File: src/rtl/zxd_pkg.sv
// zxd_pkg: shared SRAM constants and upload FSM states for the download/upload paths
package zxd_pkg;
  localparam int SRAM_AW = 15;
  localparam int SETTLE_DEF = 2;
  typedef enum logic [1:0] {IDLE, ACCESS, DONE} upState_t;
endpackage

File: src/rtl/sram_window.sv
// sram_window: marks the two-clock video fetch window and captures the video byte at its end
module sram_window (
  input  logic       clock,
  input  logic       reset,
  input  logic       ce,
  input  logic [7:0] sramD,
  output logic       win,
  output logic [7:0] vidQ
);
  logic ceD;
  always_ff @(posedge clock or negedge reset)
    if (!reset) begin
      ceD <= 1'b0;
      vidQ <= '0;
    end else begin
      ceD <= ce;
      if (ceD) vidQ <= sramD;
    end
  assign win = ce | ceD;
endmodule

File: src/rtl/sram_upload.sv
// sram_upload: host read-back of SRAM in the gaps between video fetches (video has priority).
// Optional UPLOAD_CHECKSUM_EN adds a running 16-bit sum of uploaded bytes on upSum.
module sram_upload
  import zxd_pkg::*;
#(
  parameter int AW = SRAM_AW,
  parameter int SETTLE = SETTLE_DEF
) (
  input  logic          clock,
  input  logic          reset,
  input  logic          ce,
  input  logic [AW-1:0] vidA,
  output logic [7:0]    vidQ,
  input  logic          upActive,
  input  logic          upRd,
  input  logic [AW-1:0] upA,
  output logic [7:0]    upQ,
  output logic          upValid,
  output logic          upBusy,
  output logic [AW-1:0] sramA,
  output logic          sramOe,
  input  logic [7:0]    sramD
`ifdef UPLOAD_CHECKSUM_EN
  , output logic [15:0] upSum
`endif
);
  localparam int CW = $clog2(SETTLE) + 1;
  upState_t state;
  logic [CW-1:0] cnt;
  logic [AW-1:0] upAr;
  logic win;
  sram_window uWin (.clock(clock), .reset(reset), .ce(ce), .sramD(sramD), .win(win), .vidQ(vidQ));
  assign sramA = (state == ACCESS && !win) ? upAr : vidA;
  assign upValid = state == DONE;
  // any video window restarts the settle count: the address must be stable for SETTLE free clocks
  always_ff @(posedge clock or negedge reset)
    if (!reset) begin
      state <= IDLE;
      cnt <= '0;
      upAr <= '0;
      upQ <= '0;
      upBusy <= 1'b0;
      sramOe <= 1'b1;
    end else begin
      sramOe <= 1'b0;
      case (state)
        IDLE: if (upRd && upActive) begin
          upAr <= upA;
          upBusy <= 1'b1;
          cnt <= '0;
          state <= ACCESS;
        end
        ACCESS: if (!upActive) begin
          state <= IDLE;
          upBusy <= 1'b0;
        end else if (win) cnt <= '0;
        else if (cnt == CW'(SETTLE - 1)) begin
          upQ <= sramD;
          state <= DONE;
        end else cnt <= cnt + CW'(1);
        default: begin
          upBusy <= 1'b0;
          state <= IDLE;
        end
      endcase
    end
`ifdef UPLOAD_CHECKSUM_EN
  logic actD;
  always_ff @(posedge clock or negedge reset)
    if (!reset) begin
      actD <= 1'b0;
      upSum <= '0;
    end else begin
      actD <= upActive;
      if (upActive && !actD) upSum <= '0;
      else if (upValid) upSum <= upSum + {8'h00, upQ};
    end
`endif
endmodule
File: config.mk
export PLATFORM = sky130hd
export DESIGN_NAME = sram_upload
export DESIGN_NICKNAME = d
export VERILOG_FILES = /design/src/rtl/zxd_pkg.sv /design/src/rtl/sram_window.sv /design/src/rtl/sram_upload.sv
export SDC_FILE = /design/constraint.sdc
export NUM_CORES = 1
export LEC_CHECK = 0
export BUFFER_PORTS_ARGS = -buffer_cell sky130_fd_sc_hd__buf_2
export CAP_MARGIN = 15
export CORE_MARGIN = 1
export CORE_UTILIZATION = 50
export CTS_CLUSTER_SIZE = 28
export DETAILED_ROUTE_END_ITERATION = 10
export HOLD_SLACK_MARGIN = 0.1
export PLACE_DENSITY = 0.84
export SETUP_SLACK_MARGIN = 0.5
export SYNTH_ARGS = -nofsm -noshare
export SYNTH_HDL_FRONTEND = slang
export SYNTH_HIERARCHICAL = 1
export SYNTH_SLANG_ARGS = --single-unit
File: constraint.sdc
create_clock -name clock -period 4.8 [get_ports clock]
set_clock_uncertainty 0.05 [all_clocks]
set_input_delay 0.96 -clock clock [delete_from_list [all_inputs] [get_ports clock]]
set_output_delay 0.96 -clock clock [all_outputs]
set_load 0.01 [all_outputs]
==> run summary <==
The flow ran to the end, and the final reports show no timing, DRC or antenna violations. The clock transition time at the flip-flop clock pins of the worst setup and hold paths came out at 0.11 ns. The max capacitance violation total is 0. The top-level I/O count is 77. The kind of cell with the highest combined delay along the critical path is simple AND/OR/NAND/NOR gates. The HPWL after detailed placement is 2480 µm. The leakage power figure is 1.10 nW. The pin count of the biggest net entering global routing is 39. STA classifies the critical path startpoint as an input pin.

The internal portion of the total power is 0.537 mW. The startpoint identified for the worst register-to-register timing path is uWin/ceD. The type of the setup path with the least slack is in2out.

The actual slew at the worst max-slew pin is 0.843 ns. Of the total power, registers draw 0.539. The worst hold path belongs to the class reg2reg. The fraction of synthesized cell area taken by the top area cell type came out at 0.545.

In this run the most critical hold path is launched from upAr[1]. The final layout contains 231 nets. The mean number of vias per cell is 4.85. Setup violations remaining at the end of the flow were counted as 0.

The number of cells upsized or downsized after cts came out at 0. The global-route wire length before repair came out at 5180 µm. The post-synthesis to final-layout area growth came out at 28.3%. The initial core utilization is 0.544. The switching share of total power came out at 0.246. Tracing the worst setup path back leads to its startpoint at ce. The post-synthesis async set-or-reset flop share is 1.00.

The die outline height came out at 60.3 µm. Ranked by total cell area, the synthesized netlist is headed by sky130_fd_sc_hd__dfrtp_1 (54%), sky130_fd_sc_hd__mux2_2 (26%), sky130_fd_sc_hd__mux2_4 (7.1%). Setup repair after global routing left no endpoint under its margin. The final number of max-transition violations came out at 0. The relative contribution of combinational cells to total power came out at 0.182. After synthesis, the mean cell area works out to 15.9 µm².

The switching power is 0.175 mW. The setup fix buffers added after clock tree synthesis is 0. The final hold violation count is 0.

Along the worst path, the maximum fanout reaches 17. The root buffer cell chosen for the clock tree is sky130_fd_sc_hd__clkbuf_4. The critical path capture point type is an output pin. In this design, the critical path's most frequently occurring cell is sky130_fd_sc_hd__buf_2. The first routing iteration left 29 violations. The register bit total from synthesis is 38. Among all flip-flop cells after synthesis, the most frequent one is sky130_fd_sc_hd__dfrtp_1. The number of antenna violations at the first check in global routing came out at 0.

The total via count in the routed design is 1126. The peak supply drop came out at 0.206 mV. For this run, the slowest stage of the critical path takes 0.71 ns. The biggest area contributor in the post-synthesis netlist is sky130_fd_sc_hd__dfrtp_1. The part of the Yosys area used for sequential elements is 0.560.

The total buffers and inverters traversed by the critical path is 2. Wires add up to 3330 µm. The final-layout setup total negative slack came out at 0 ns. At the end of the flow the core is filled with cells to 0.697. The share of power burned in the clock network is 0.279.

The die is 60.3 µm wide. The most common cell in the netlist is sky130_fd_sc_hd__mux2_2. The post-synthesis cell area is 1700 µm². The clock network latency to the later pin of the worst-skew pair is 0.33 ns. Data on the critical path arrives at its endpoint at 2.57 ns. In this run the number of H-tree levels came out at 2. By count the netlist is led by sky130_fd_sc_hd__mux2_2 (39), sky130_fd_sc_hd__dfrtp_1 (37), sky130_fd_sc_hd__mux2_4 (8), sky130_fd_sc_hd__buf_6 (3). The post-synthesis net count came out at 151. The weighted congestion at the end of routability-driven global placement is 0.733. The count of flip-flops with a built-in enable after synthesis is 0. The number of antenna diodes in the final layout is 0. The count of nets left with antenna violations once routing finished came out at 0. The required time at the worst-slack endpoint is 3.79 ns. The period utilization came out at 0.746. In the global route stage, overall resource usage came out at 0.201.

The post-placement setup slack is 1.22 ns. Buffers placed on the I/O ports in this run total 76. The deepest clock path buffer count is 2. The Yosys warning count came out at 6. The clock tree from TritonCTS is yes. The number of distinct library cell variants in the gate-level netlist after synthesis is 21.

The power per unit of standard cell area is 327 nW/µm². The number of clock sinks came out at 38. The gate count after technology mapping is 107. Walking the worst path, the cells encountered are buf_2, or2_1, nor3b_4, mux2_2, buf_2.

The TritonCTS buffer count is 5. The final worst-path setup slack came out at 1.22 ns. The final routed DRC violation total is 0. The routed wire length per instance is 14.4 µm.

The floorplan step defined a die boundary enclosing 3640 µm². The achievable frequency is 279 MHz. The cell at the slowest stage of the critical path is sky130_fd_sc_hd__nor3b_4. The number of placement rows came out at 20. The residual overflow from global routing came out at 0. The clock period minus final worst setup slack is 3.58 ns. The core footprint came out at 3130 µm². The iteration count of the initial detailed-routing pass is 4. The headroom to the max-slew limit is 0.437. The via count of the first global-routing pass is 1121. The number of hold-repair buffers added at the cts stage is 0. The share of final-layout standard cells stronger than drive strength 1 is 0.729.
[state kept, by name, summed over array words and instances, names as in the netlist]
register / cells
cnt: 2
uWin/ceD: 1
state: 2
upQ: 8
upBusy: 1
sramOe: 1
upAr: 15
uWin/vidQ: 8
[worst paths after layout]
kind | endpoint | slack (ns) | cells after the start
setup / recovery | sramA[11] | 1.22 | 5
hold / removal | upAr[1] | 0.46 | 1
setup reg to reg | cnt[1] | 2.67 | 4
hold reg to reg | upAr[1] | 0.46 | 1
max in group asynchronous | upQ[1] | 3.53 | 1
min in group asynchronous | upQ[5] | 0.66 | 1
[cell families (layout without fill, tap and decap cells)]
family                   Yosys count  count (layout)  share of synthesized area
flip-flops                        38              38                      0.560
adder cells (fa/ha/maj)            1               1                    0.00736
AO/OA/AOI/OAI                      2               2                    0.00588
multiplexers                      48              48                      0.335
other                              1               1                    0.00221
AND/OR/NAND/NOR                   12              12                     0.0655
buffers and inverters              5              86                     0.0243
[cell type report]
| cell class | instances | area, µm² |
|---|---|---|
| timing repair buffer | 76 | 380 |
| inverter | 2 | 7.51 |
| tap | 44 | 55.1 |
| sequential | 38 | 952 |
| clock buffer | 8 | 78.8 |
| multi-input combinational | 64 | 707 |
| fill | 240 | 947 |
[metrics by stage]
step / std cells / power [mW] / hold WS [ns] / cell area [µm²]
after floorplan: 107 / 0.463 / 0.425 / 1700
after global placement: 224 / 0.513 / 0.434 / 2100
after detailed placement: 224 / 0.522 / 0.440 / 2100
after CTS: 232 / 0.720 / 0.465 / 2180
after global routing: 232 / 0.751 / 0.486 / 2180
final: 232 / 0.712 / 0.463 / 2180
[cell usage in the layout, fill, tap and decap left out, drive strengths merged, types with 2 or more instances in the layout]
cell type,count
clkbuf,8
buf,76
nor2b,2
inv,2
nor2,2
dfrtp,37
nor3b,3
nand2b,2
mux2,47
[power by group through the flow]
| stage | Combinational, mW | Clock (mW) | Sequential, mW |
|---|---|---|---|
| floorplan | 0.0720 | 0 | 0.391 |
| global placement | 0.126 | 0 | 0.387 |
| detailed placement | 0.131 | 0 | 0.391 |
| CTS | 0.132 | 0.203 | 0.385 |
| global route | 0.141 | 0.220 | 0.390 |
| finish | 0.129 | 0.199 | 0.384 |
[per-layer routing]
metal | vias up | part of all wire | GRT usage
met1 | 550 | 0.42 | 0.251
met2 | 34 | 0.53 | 0.319
li1 | 534 | - | -
met5 | - | 0 | 0
met4 | 0 | 0.015 | 0.0831
met3 | 8 | 0.039 | 0.0693
(Power assumes the default switching activity.)
